`src/rtl/bram_bank_ctrl.sv`:
```
// bram_bank_ctrl: N-bank capture sequencer for the receiver BRAM path.
// Within each sync window it enables the banks one at a time and pulses the
// shared address-counter reset between banks. It also flags each bank ready
// as that bank fills. When the window closes it reports the captured word
// count, including a partially filled bank.
// Optional build macro: OVERRUN_CNT_EN adds the dropped-window counter.
// Without it, overrun_cnt is tied to zero.
module bram_bank_ctrl #(
    parameter int unsigned NUM_BANKS      = 2,
    parameter int unsigned DEPTH          = 2048,
    parameter int unsigned BYTES_PER_WORD = 4,
    parameter int unsigned SIZE_W         = 32,
    parameter int unsigned OVF_W          = 16
) (
    input  logic                 clk,
    input  logic                 rst,
    input  logic                 en,
    input  logic                 sinc,
    input  logic                 sinc_edge,
    input  logic [31:0]          addr,
    output logic                 rst_count,
    output logic [NUM_BANKS-1:0] bank_en,
    input  logic [NUM_BANKS-1:0] rdy_w,
    output logic [NUM_BANKS-1:0] rdy,
    output logic [SIZE_W-1:0]    size_data,
    output logic                 frame_done,
    output logic [OVF_W-1:0]     overrun_cnt
);

    localparam int unsigned IDX_W  = (NUM_BANKS > 1) ? $clog2(NUM_BANKS) : 1;
    localparam int unsigned ADDR_W = 32;
    localparam int unsigned SHIFT  = $clog2(BYTES_PER_WORD);
    localparam int unsigned CNT_W  = ADDR_W + 1;

    localparam logic [IDX_W-1:0]  LAST_IDX = IDX_W'(NUM_BANKS - 1);
    localparam logic [CNT_W-1:0]  DEPTH_C  = CNT_W'(DEPTH);
    localparam logic [SIZE_W-1:0] DEPTH_S  = SIZE_W'(DEPTH);

    typedef enum logic [1:0] {
        ST_IDLE = 2'd0,
        ST_FILL = 2'd1
    } state_e;

    state_e                state_q,      state_d;
    logic [IDX_W-1:0]      bank_idx_q,   bank_idx_d;
    logic [NUM_BANKS-1:0]  bank_en_q,    bank_en_d;
    logic                  rst_count_q,  rst_count_d;
    logic [NUM_BANKS-1:0]  rdy_q,        rdy_d;
    logic [SIZE_W-1:0]     size_data_q,  size_data_d;
    logic                  frame_done_q, frame_done_d;

    logic                  drop_c;
    logic                  bad_state_c;
    logic [CNT_W-1:0]      word_cnt_c;
    logic [SIZE_W-1:0]     part_words_c;

    // Words held by the partial bank: byte address to word index plus one, clamped to DEPTH
    always_comb begin
        word_cnt_c   = CNT_W'(addr >> SHIFT) + CNT_W'(1);
        part_words_c = (word_cnt_c > DEPTH_C) ? DEPTH_S : SIZE_W'(word_cnt_c);
    end

    // Next-state and output decode for the IDLE/FILL sequencer
    always_comb begin
        state_d      = state_q;
        bank_idx_d   = bank_idx_q;
        bank_en_d    = bank_en_q;
        rst_count_d  = rst_count_q;
        rdy_d        = rdy_q;
        size_data_d  = size_data_q;
        frame_done_d = 1'b0;
        drop_c       = 1'b0;
        bad_state_c  = 1'b0;

        case (state_q)
            ST_IDLE: begin
                rst_count_d = 1'b1;
                bank_en_d   = '0;
                if (sinc_edge) begin
                    if (rdy_w == '0) begin
                        rst_count_d = 1'b0;
                        bank_en_d   = NUM_BANKS'(1);
                        bank_idx_d  = '0;
                        rdy_d       = '0;
                        size_data_d = '0;
                        state_d     = ST_FILL;
                    end else begin
                        // Consumer still draining: this window is dropped
                        drop_c = 1'b1;
                    end
                end
            end

            ST_FILL: begin
                if (!sinc) begin
                    // Window closed early; the current bank is counted as partial
                    size_data_d = size_data_q + part_words_c;
                    for (int unsigned i = 0; i < NUM_BANKS; i++) begin
                        if (IDX_W'(i) <= bank_idx_q) begin
                            rdy_d[i] = 1'b1;
                        end
                    end
                    bank_en_d    = '0;
                    rst_count_d  = 1'b1;
                    frame_done_d = 1'b1;
                    state_d      = ST_IDLE;
                end else if (en) begin
                    size_data_d       = size_data_q + DEPTH_S;
                    rdy_d[bank_idx_q] = 1'b1;
                    if (bank_idx_q == LAST_IDX) begin
                        bank_en_d    = '0;
                        rst_count_d  = 1'b1;
                        frame_done_d = 1'b1;
                        state_d      = ST_IDLE;
                    end else begin
                        // Advance to the next bank and restart the address counter for one cycle
                        bank_idx_d  = bank_idx_q + IDX_W'(1);
                        bank_en_d   = bank_en_q << 1;
                        rst_count_d = 1'b1;
                    end
                end else begin
                    rst_count_d = 1'b0;
                end
            end

            default: begin
                // Unreachable encoding: fall back to the reset condition
                bad_state_c = 1'b1;
                state_d     = ST_IDLE;
                bank_idx_d  = '0;
                bank_en_d   = '0;
                rst_count_d = 1'b1;
                rdy_d       = '0;
                size_data_d = '0;
            end
        endcase
    end

    // Sequencer state and output registers with synchronous reset
    always_ff @(posedge clk) begin
        if (rst) begin
            state_q      <= ST_IDLE;
            bank_idx_q   <= '0;
            bank_en_q    <= '0;
            rst_count_q  <= 1'b1;
            rdy_q        <= '0;
            size_data_q  <= '0;
            frame_done_q <= 1'b0;
        end else begin
            state_q      <= state_d;
            bank_idx_q   <= bank_idx_d;
            bank_en_q    <= bank_en_d;
            rst_count_q  <= rst_count_d;
            rdy_q        <= rdy_d;
            size_data_q  <= size_data_d;
            frame_done_q <= frame_done_d;
        end
    end

    assign rst_count  = rst_count_q;
    assign bank_en    = bank_en_q;
    assign rdy        = rdy_q;
    assign size_data  = size_data_q;
    assign frame_done = frame_done_q;

`ifdef OVERRUN_CNT_EN
    logic [OVF_W-1:0] overrun_cnt_q, overrun_cnt_d;

    // Saturating count of windows dropped because the consumer was busy
    always_comb begin
        overrun_cnt_d = overrun_cnt_q;
        if (bad_state_c) begin
            overrun_cnt_d = '0;
        end else if (drop_c && (overrun_cnt_q != '1)) begin
            overrun_cnt_d = overrun_cnt_q + OVF_W'(1);
        end
    end

    // Overrun counter register
    always_ff @(posedge clk) begin
        if (rst) begin
            overrun_cnt_q <= '0;
        end else begin
            overrun_cnt_q <= overrun_cnt_d;
        end
    end

    assign overrun_cnt = overrun_cnt_q;
`else
    logic unused_drop_c;
    assign unused_drop_c = drop_c | bad_state_c;
    assign overrun_cnt   = '0;
`endif

endmodule

```
`config.mk`:
```
export PLATFORM = sky130hd
export DESIGN_NAME = bram_bank_ctrl
export DESIGN_NICKNAME = d
export VERILOG_FILES = /design/src/rtl/bram_bank_ctrl.sv
export SDC_FILE = /design/constraint.sdc
export NUM_CORES = 1
export LEC_CHECK = 0
export ABC_AREA = 1
export BUFFER_PORTS_ARGS = -buffer_cell sky130_fd_sc_hd__buf_2
export CAP_MARGIN = 30
export CORE_MARGIN = 2
export CORE_UTILIZATION = 53
export CTS_CLUSTER_DIAMETER = 150
export DETAILED_ROUTE_END_ITERATION = 12
export HOLD_SLACK_MARGIN = 0.06
export PLACE_DENSITY = 0.8
export RECOVER_POWER = 100
export SYNTH_ARGS = -nofsm -noshare
export SYNTH_HDL_FRONTEND = slang
export SYNTH_SLANG_ARGS = --single-unit
```
`constraint.sdc`:
```
create_clock -name clk -period 3.3 [get_ports clk]
set_input_delay 0.33 -clock clk [delete_from_list [all_inputs] [get_ports clk]]
set_output_delay 0.33 -clock clk [all_outputs]
set_load 0.02 [all_outputs]
```
==> results of run 1 <==
synth_stat cells, types with 2 or more instances:
cell / n / area share, %
nand2_1: 400 / 26
inv_1: 167 / 11
nor2_1: 124 / 8.1
a21oi_1: 71 / 6.2
nand3_1: 71 / 6.2
dfxtp_1: 40 / 14
ha_1: 35 / 7.7
o21ai_0: 24 / 2.1
nand4_1: 18 / 2.0
buf_4: 17 / 2.2
xor2_1: 12 / 1.8
nand3b_1: 11 / 1.4
nor3_2: 10 / 1.8
nor3_1: 9 / 0.79
clkbuf_1: 7 / 0.46
xnor2_1: 7 / 1.1
nor2_2: 5 / 0.55
o21bai_1: 5 / 0.66
or2_2: 5 / 0.55
a31oi_1: 4 / 0.44
nor2_4: 4 / 0.79
clkinv_1: 3 / 0.20
o22ai_1: 3 / 0.33
and3_1: 2 / 0.22
buf_2: 2 / 0.18
buf_6: 2 / 0.39
nand3_2: 2 / 0.35
o211ai_1: 2 / 0.26
o21a_1: 2 / 0.26
cell families (layout without fill, tap and decap cells):
logic type                 Yosys count  count (layout)
adders and majority gates           36              36
buffers and inverters              199             365
and+or+nand+nor                    662             663
AOI/OAI and AO/OA                  117             117
DFF                                 40              40
other                                1              35
xor gates and xnor gates            19              19
metal layers:
| layer | GRT usage, % | vias to the layer above | part of all wire, % |
|---|---|---|---|
| met5 | 0 | - | 0 |
| met2 | 50.1 | 536 | 45 |
| met1 | 43.2 | 3500 | 39 |
| met4 | 7.14 | 0 | 5.2 |
| met3 | 4.12 | 138 | 11 |
| li1 | - | 3718 | - |
critical path: stages:
cell and delay, ns:
buf_2 0.15, nand2_2 0.10, nor2_4 0.15, nand2_1 0.10
buf_4 0.14, nor2_1 0.14, xnor2_1 0.21, nand2_1 0.16
nor2_2 0.15, nand3_4 0.15, buf_12 0.18, nor3_2 0.19
ha_1 0.32, nand2_1 0.09, nand2_1 0.11, a21oi_2 0.25
nand3_2 0.22, nand2_1 0.19, nand2_1 0.08, nand2_1 0.08
nand3_2 0.07, nand2_1 0.07, a21oi_1 0.05
path summary, 6_finish.rpt:
| path | startpoint | endpoint | slack (ns) | depth (start not counted) |
|---|---|---|---|---|
| max | addr[13] | size_data[27] | -0.26 | 23 |
| min | en | bank_en[0] | 0.33 | 4 |
| max reg2reg | size_data[11] | size_data[24] | 0.94 | 9 |
| min reg2reg | rdy[0] | rdy[0] | 0.46 | 2 |
stage by stage:
step,total power (uW),setup TNS [ns],area (um2)
2_1_floorplan,809,0,5840
3_3_place_gp,960,-4.75,6910
3_5_place_dp,966,-6.78,6910
4_1_cts,1400,0,7040
5_1_grt,1560,-5.25,7950
6_report,1500,-2.58,7950
flip-flops by register name, indices dropped and copies added (netlist names):
register,count
bank_en,2
bank_idx_q,1
frame_done,1
rdy,2
rst_count,1
size_data,32
state_q,1
area by class of cell:
type,count,area (um2),area share (%)
Clock buffer,5,68.8,0.866
Clock inverter,3,46.3,0.582
Inverter,170,638,8.03
Multi-Input combinational cell,870,4910,61.8
Sequential cell,40,801,10.1
Tap cell,136,170,2.14
Timing Repair Buffer,187,1310,16.5
where the power goes:
group	total [uW]	switching (uW)	internal, uW
clock network	443	214	229
logic	536	345	191
registers	518	22.5	495
total	1500	582	915
timing repair:
item | 4_1_cts | 5_1_grt
pin swaps | 0 | 55
endpoints found under the setup margin | 8 | 26
endpoints found under the hold margin | 0 | 0
gates cloned | 0 | 3
buffers inserted | 0 | 19
resized for setup | 3 | 180
==> impl_metrics.toml, run 1 <==
[synthesis]
synth_mux_area_share_pct = 0
synth-edff-count = 0
synth_top_family_by_area = "simple AND/OR/NAND/NOR gates"
synth_fa_ha_area_share_pct = 8.01
ys_types = 39
synth_seq_cells = 40
synth_compound_area_share_pct = 11.2
synth_xor_xnor_area_share_pct = 2.91
yosysSeqAreaShare_pct = 14.0
synthCells = 1074
avgSynthCellArea_um2 = 5.32
synthArstFlopShare_pct = 0
syn_area_mm2 = 0.00572
synth_top_flop_cell = "dfxtp_1"
yosys_warnings = 0
synthSimpleGateAreaFrac_pct = 49.3

[final_layout]
synthToLayoutAreaGrowth_pct = 39.0
layout_commonest_cell = "nand2_1"
stdcell_count = 1411
post-route-util_pct = 76.3
n_antenna_cell = 0
nNetsFinal = 1349
drive_gt1_share_pct = 27.6
final_cell_mix = "353 x nand2_1, 160 x inv_1, 106 x buf_4"
nFillCells = 780

[clock_network]
path_clk_slew_ns = 0.10
cts_inserted_buffers = 5
cts_tree = "yes"
clockRootBuffer = "clkbuf_8"
insertion_delay_ns = 0.30
cts-hold-fix-buffers = 0
clockBufferDepth = 2
cts_sinks = 40
htree_num_levels = 2

[floorplanning]
die_w_um = 108
fp.dieH_um = 108
io_pins = 93
rows = 37
die-area_mm2 = 0.0116
core_mm2 = 0.0104
start_util_pct = 54.9

[sta]
holdWs_ns = 0.334
fin_crit_sh_pct = 108
setup_violations = 23
slew_viol_final = 0
slew-limit-headroom_pct = 46.7
worst_slack_ns = -0.257
fmax_ghz = 0.281
rsz0062_at_grt = "yes"
hold_violations = 0
worst_slew_pin_slew_ns = 0.799
fin_crit_ns = 3.56
finalClockSkew_ns = 0.00980

[status]
failed_checks = "negative setup slack"
status = "complete, but fails checks"

[critical_path]
cp.arrival_ns = 3.72
required_ns = 3.46
cp_max_fo = 6
crit_path_start_kind = "input port"
criticalPathCategory = "input port to flop"
end_kind = "flop"

[place]
gp_congestion = 0.999
place_inst = 1381
io_buffers = 74
dp_hpwl_mm = 14.5
pre_cts_ws_ns = -0.381

[drt]
ant_nets = 0
wl_per_cell_um = 15.8
routed_via_density = 5.59
drc_errors = 0
num_vias = 7892
drt_iter0_markers = 742
drt_first_pass_iters = 6
routed_wl_mm = 22.3

[global_routing]
grt_pass1_wl_mm = 28.9
grtUsageTotal_pct = 30.9
gr-total-overflow = 0
grt_antenna_before_repair = 0
grt_pass1_vias = 6327
grt_max_degree = 36

[job]
cap_violations = 0

[worst_hold_path]
min-delay-path-class = "input port to flop"

[pwr]
vdd_drop_max_v = 0.000205
power_density_mw_per_mm2 = 188
p_leak_uw = 0.00413
No activity file was read; power rests on OpenSTA's default activity.
==> inputs of run 2 (changes only) <==
--- a/config.mk
+++ b/config.mk
@@ -9,11 +9,11 @@
 export BUFFER_PORTS_ARGS = -buffer_cell sky130_fd_sc_hd__buf_2
 export CAP_MARGIN = 30
 export CORE_MARGIN = 2
-export CORE_UTILIZATION = 53
+export CORE_UTILIZATION = 58
 export CTS_CLUSTER_DIAMETER = 150
 export DETAILED_ROUTE_END_ITERATION = 12
 export HOLD_SLACK_MARGIN = 0.06
-export PLACE_DENSITY = 0.8
+export PLACE_DENSITY = 0.83
 export RECOVER_POWER = 100
 export SYNTH_ARGS = -nofsm -noshare
 export SYNTH_HDL_FRONTEND = slang
==> constraint.sdc (replaced) <==
create_clock -name clk -period 4.27 [get_ports clk]
set_input_delay 0.427 -clock clk [delete_from_list [all_inputs] [get_ports clk]]
set_output_delay 0.427 -clock clk [all_outputs]
set_load 0.02 [all_outputs]
==> impl_metrics.toml, run 2 (synthesized netlist as in run 1, its figures left out) <==
[status]
status = "finished clean"

[drt]
num_vias = 6711
ant_nets = 0
drt_iter0_markers = 364
drc_errors = 0
routed_wl_mm = 16.7
drt_first_pass_iters = 5
wl_per_cell_um = 12.8
routed_via_density = 5.16

[sta]
fmax_ghz = 0.264
fin_crit_ns = 3.79
slew_viol_final = 0
setup_violations = 0
finalClockSkew_ns = 0.00688
holdWs_ns = 0.430
fin_crit_sh_pct = 88.7
rsz0062_at_grt = "no"
fin_setup_tns_ns = 0
hold_violations = 0
slew-limit-headroom_pct = 38.5
worst_slew_pin_slew_ns = 0.920

[floorplanning]
rows = 36
die-area_mm2 = 0.0107
io_pins = 93
fp.dieH_um = 103
core_mm2 = 0.00968
die_w_um = 103
start_util_pct = 59.0

[global_routing]
busiest_layer = "met2"
grt_max_degree = 36
grtUsageTotal_pct = 31.9
met2_usage_pct = 50.7
grt_pass1_vias = 5906
grt_antenna_before_repair = 0
use_met3_pct = 3.23
grt_pass1_wl_mm = 26.9
use_met1_pct = 45.8
gr-total-overflow = 0

[place]
placed_area_mm2 = 0.00624
gp_congestion = 0.993
place_inst = 1292
io_buffers = 74
dp_hpwl_mm = 13.6

[pwr]
power_density_mw_per_mm2 = 167
internal_power_uw = 652
netSwitchingFraction_pct = 37.9
combPwrFrac_pct = 29.0
p_leak_uw = 0.00325
power_frac_seq_pct = 38.1
vdd_drop_max_v = 0.000160
power.switching_uw = 398
clkPwrFrac_pct = 32.9

[clock_network]
cts_tree = "yes"
cts_inserted_buffers = 5
post_cts_resized = 0
clockRootBuffer = "clkbuf_8"
path_clk_slew_ns = 0.10
cts-hold-fix-buffers = 0
insertion_delay_ns = 0.31
cts_sinks = 40
htree_num_levels = 2
cts_setup_buffers = 0
clockBufferDepth = 2

[critical_path]
r2r-start = "state_q[0]"
crit_path_start_kind = "input port"
required_ns = 4.44
end_kind = "flop"
reg2regPathDepth = 7
cp-startpoint = "addr[3]"
cp.arrival_ns = 3.96
cp_max_fo = 6
criticalPathCategory = "input port to flop"

[worst_hold_path]
hold_depth = 4
min-delay-path-class = "input port to flop"
holdCritStartpoint = "en"

[final_layout]
post-route-cell-area_mm2 = 0.00629
synthToLayoutAreaGrowth_pct = 9.96
largest_register_ffs = 32
final_cell_mix = "400 x nand2_1, 167 x inv_1, 125 x nor2_1"
drive_gt1_share_pct = 6.34
layout_commonest_cell = "nand2_1"
nNetsFinal = 1241
stdcell_count = 1300
nFillCells = 1034
n_antenna_cell = 0

[job]
cap_violations = 0
[run 2: changes by cell type in the layout (fill, tap and decap cells not counted), moves of 30 or more]
cell	before	now
buf_2	65	35
buf_4	106	5
clkbuf_1	5	40
nand2_1	353	400
nand2_2	41	0
nor2_1	91	125
[run 2: area by class of cell]
type / instances / area [um2] / share of cell area, %
Timing Repair Buffer: 80 / 363 / 5.77
Multi-Input combinational cell: 869 / 4200 / 66.9
Clock inverter: 3 / 46.3 / 0.736
Tap cell: 133 / 166 / 2.65
Sequential cell: 40 / 801 / 12.7
Inverter: 170 / 638 / 10.2
Clock buffer: 5 / 68.8 / 1.09
[run 2: final timing paths]
| path | endpoint | slack, ns |
|---|---|---|
| max | size_data[28] | 0.48 |
| min | bank_en[1] | 0.43 |
| max reg2reg | size_data[9] | 1.53 |
| min reg2reg | rdy[0] | 0.46 |
[run 2: layer usage]
layer  up-vias  wire, um
met5         -         0
met2       205      7380
met1      2979      7960
met4         0       258
met3        19      1050
li1       3508         -
[run 2: power by group through the flow]
stage               Combinational [uW]  Clock [uW]  Sequential (uW)
floorplan                          212           0              413
global placement                   295           0              407
detailed placement                 297           0              407
CTS                                299         344              399
global route                       341         360              401
finish                             304         346              400
[run 2: worst max-delay path, cell delays in order]
cell     delay, ns
buf_2         0.12
ha_1          0.26
inv_1         0.07
nor2_2        0.25
nand2_1       0.15
nor2_1        0.15
xnor2_1       0.15
nand2_1       0.07
nor2_1        0.14
nand3_2       0.10
nor3_1        0.20
ha_1          0.23
inv_1         0.07
fa_1          0.37
inv_1         0.16
nand3_1       0.09
nand3_1       0.16
nand3_1       0.09
nand3_1       0.19
nand2_1       0.13
nand3_1       0.10
nand3_1       0.12
nand2_1       0.10
a21oi_1       0.06
[run 2: through the flow]
stage / util [%] / total power (uW) / worst slack (ns)
finish: 64.9 / 1050 / 0.481
floorplan: - / 625 / 0.880
detailed placement: 64.4 / 705 / 0.288
global placement: 64.4 / 702 / 0.360
global route: 64.9 / 1100 / 0.0745
CTS: 65.6 / 1040 / 0.606
==> inputs of run 3 (changes only) <==
--- a/config.mk
+++ b/config.mk
@@ -9,12 +9,12 @@
 export BUFFER_PORTS_ARGS = -buffer_cell sky130_fd_sc_hd__buf_2
 export CAP_MARGIN = 30
 export CORE_MARGIN = 2
-export CORE_UTILIZATION = 58
+export CORE_UTILIZATION = 50
 export CTS_CLUSTER_DIAMETER = 150
 export DETAILED_ROUTE_END_ITERATION = 12
 export HOLD_SLACK_MARGIN = 0.06
-export PLACE_DENSITY = 0.83
-export RECOVER_POWER = 100
+export PLACE_DENSITY = 0.73
+export RECOVER_POWER = 50
 export SYNTH_ARGS = -nofsm -noshare
 export SYNTH_HDL_FRONTEND = slang
 export SYNTH_SLANG_ARGS = --single-unit
==> impl_metrics.toml, run 3 (synthesized netlist as in run 1, its figures left out) <==
[critical_path]
criticalPathCategory = "input port to flop"
end_kind = "flop"
cp_max_fo = 5
required_ns = 4.42
cp.arrival_ns = 3.84
crit_path_start_kind = "input port"

[job]
cap_violations = 0

[clock_network]
path_clk_slew_ns = 0.07
htree_num_levels = 2
cts_sinks = 40
cts_setup_buffers = 0
cts_inserted_buffers = 5
clockBufferDepth = 2
clockRootBuffer = "clkbuf_16"
cts-hold-fix-buffers = 0
post_cts_resized = 0
cts_tree = "yes"
insertion_delay_ns = 0.29

[drt]
ant_nets = 0
drt_first_pass_iters = 5
drt_iter0_markers = 281
wl_per_cell_um = 12.9
drc_errors = 0
routed_via_density = 5.07
routed_wl_mm = 16.9
num_vias = 6641

[pwr]
combPwrFrac_pct = 26.1
finalPower_uw = 1160
power.switching_uw = 408
internal_power_uw = 754
power_density_mw_per_mm2 = 182
netSwitchingFraction_pct = 35.1
clkPwrFrac_pct = 39.5
vdd_drop_max_v = 0.000126
power_frac_seq_pct = 34.5
p_leak_uw = 0.00329

[global_routing]
grtUsageTotal_pct = 27.6
grt_antenna_before_repair = 0
grt_max_degree = 36
gr-total-overflow = 0
grt_pass1_vias = 6061
grt_pass1_wl_mm = 28.2

[floorplanning]
die-area_mm2 = 0.0123
rows = 39
die_w_um = 111
io_pins = 93
fp.dieH_um = 111
start_util_pct = 50.7
core_mm2 = 0.0113

[sta]
setup_violations = 0
fmax_ghz = 0.271
rsz0062_at_grt = "no"
slew-limit-headroom_pct = 46.3
slew_viol_final = 0
hold_violations = 0
worst_slack_ns = 0.578
fin_crit_ns = 3.69
fin_crit_sh_pct = 86.5
worst_slew_pin_slew_ns = 0.805
fin_setup_tns_ns = 0
finalClockSkew_ns = 0.00864
holdWs_ns = 0.459

[place]
pre_cts_ws_ns = 0.266
dp_hpwl_mm = 13.8
placed_area_mm2 = 0.00626
io_buffers = 74
gp_congestion = 0.955

[status]
status = "finished clean"

[worst_hold_path]
min-delay-path-class = "input port to flop"

[final_layout]
largest_register_ffs = 32
n_antenna_cell = 0
post-route-cell-area_mm2 = 0.00638
synthToLayoutAreaGrowth_pct = 11.5
nNetsFinal = 1242
nFillCells = 1242
final_cell_mix = "400 x nand2_1, 167 x inv_1, 124 x nor2_1"
layout_commonest_cell = "nand2_1"
drive_gt1_share_pct = 6.85
-- run 3: power groups by stage --
stage / Combinational, uW / Clock [uW] / Sequential, uW
after floorplan: 212 / 0 / 413
after global placement: 297 / 0 / 408
after detailed placement: 299 / 0 / 408
after CTS: 301 / 464 / 399
after global routing: 342 / 482 / 401
final: 303 / 459 / 401
-- run 3: through the flow --
step	instances	utilization, %
2_1_floorplan	1108	-
3_3_place_gp	1303	55.5
3_5_place_dp	1303	55.5
4_1_cts	1311	57.0
5_1_grt	1311	56.6
6_report	1311	56.6
-- run 3: worst max-delay path, cell delays in order --
cell and delay [ns]:
buf_2 0.12, ha_1 0.26, nand3_1 0.18, nor2_4 0.17, nand2_1 0.12, inv_1 0.09, nand2_1 0.05, nand2_1 0.05
nand2_1 0.05, nor2_1 0.13, nand2_1 0.07, nor2_1 0.11, nand2_1 0.11, nor3_2 0.13, ha_1 0.22, inv_1 0.06
fa_1 0.36, inv_1 0.16, nand3_1 0.09, nand3_1 0.16, nand3_1 0.09, nand3_1 0.18, nand2_1 0.14, nand3_1 0.11
nand3_1 0.08, nand2_1 0.09, a21oi_1 0.06
-- run 3: final timing paths --
path              start            end  cells after the start  slack [ns]
max             addr[3]  size_data[28]                     27        0.58
min                  en     bank_en[0]                      4        0.46
max reg2reg  state_q[0]  size_data[10]                      8        1.76
min reg2reg      rdy[0]         rdy[0]                      2        0.46
-- run 3: layer usage --
layer	GRT usage, %	wire length, um	up-vias
met5	0	0	-
met4	7.92	335	0
met3	2.57	876	28
met2	45.0	7520	155
met1	39.0	8180	2944
li1	-	-	3514
-- run 3: area by class of cell --
| type | count | area [um2] | share of cell area [%] |
|---|---|---|---|
| Multi-Input combinational cell | 869 | 4220 | 66.1 |
| Clock buffer | 5 | 125 | 1.96 |
| Timing Repair Buffer | 81 | 370 | 5.81 |
| Sequential cell | 40 | 801 | 12.6 |
| Clock inverter | 3 | 47.5 | 0.746 |
| Inverter | 170 | 638 | 10.0 |
| Tap cell | 143 | 179 | 2.81 |
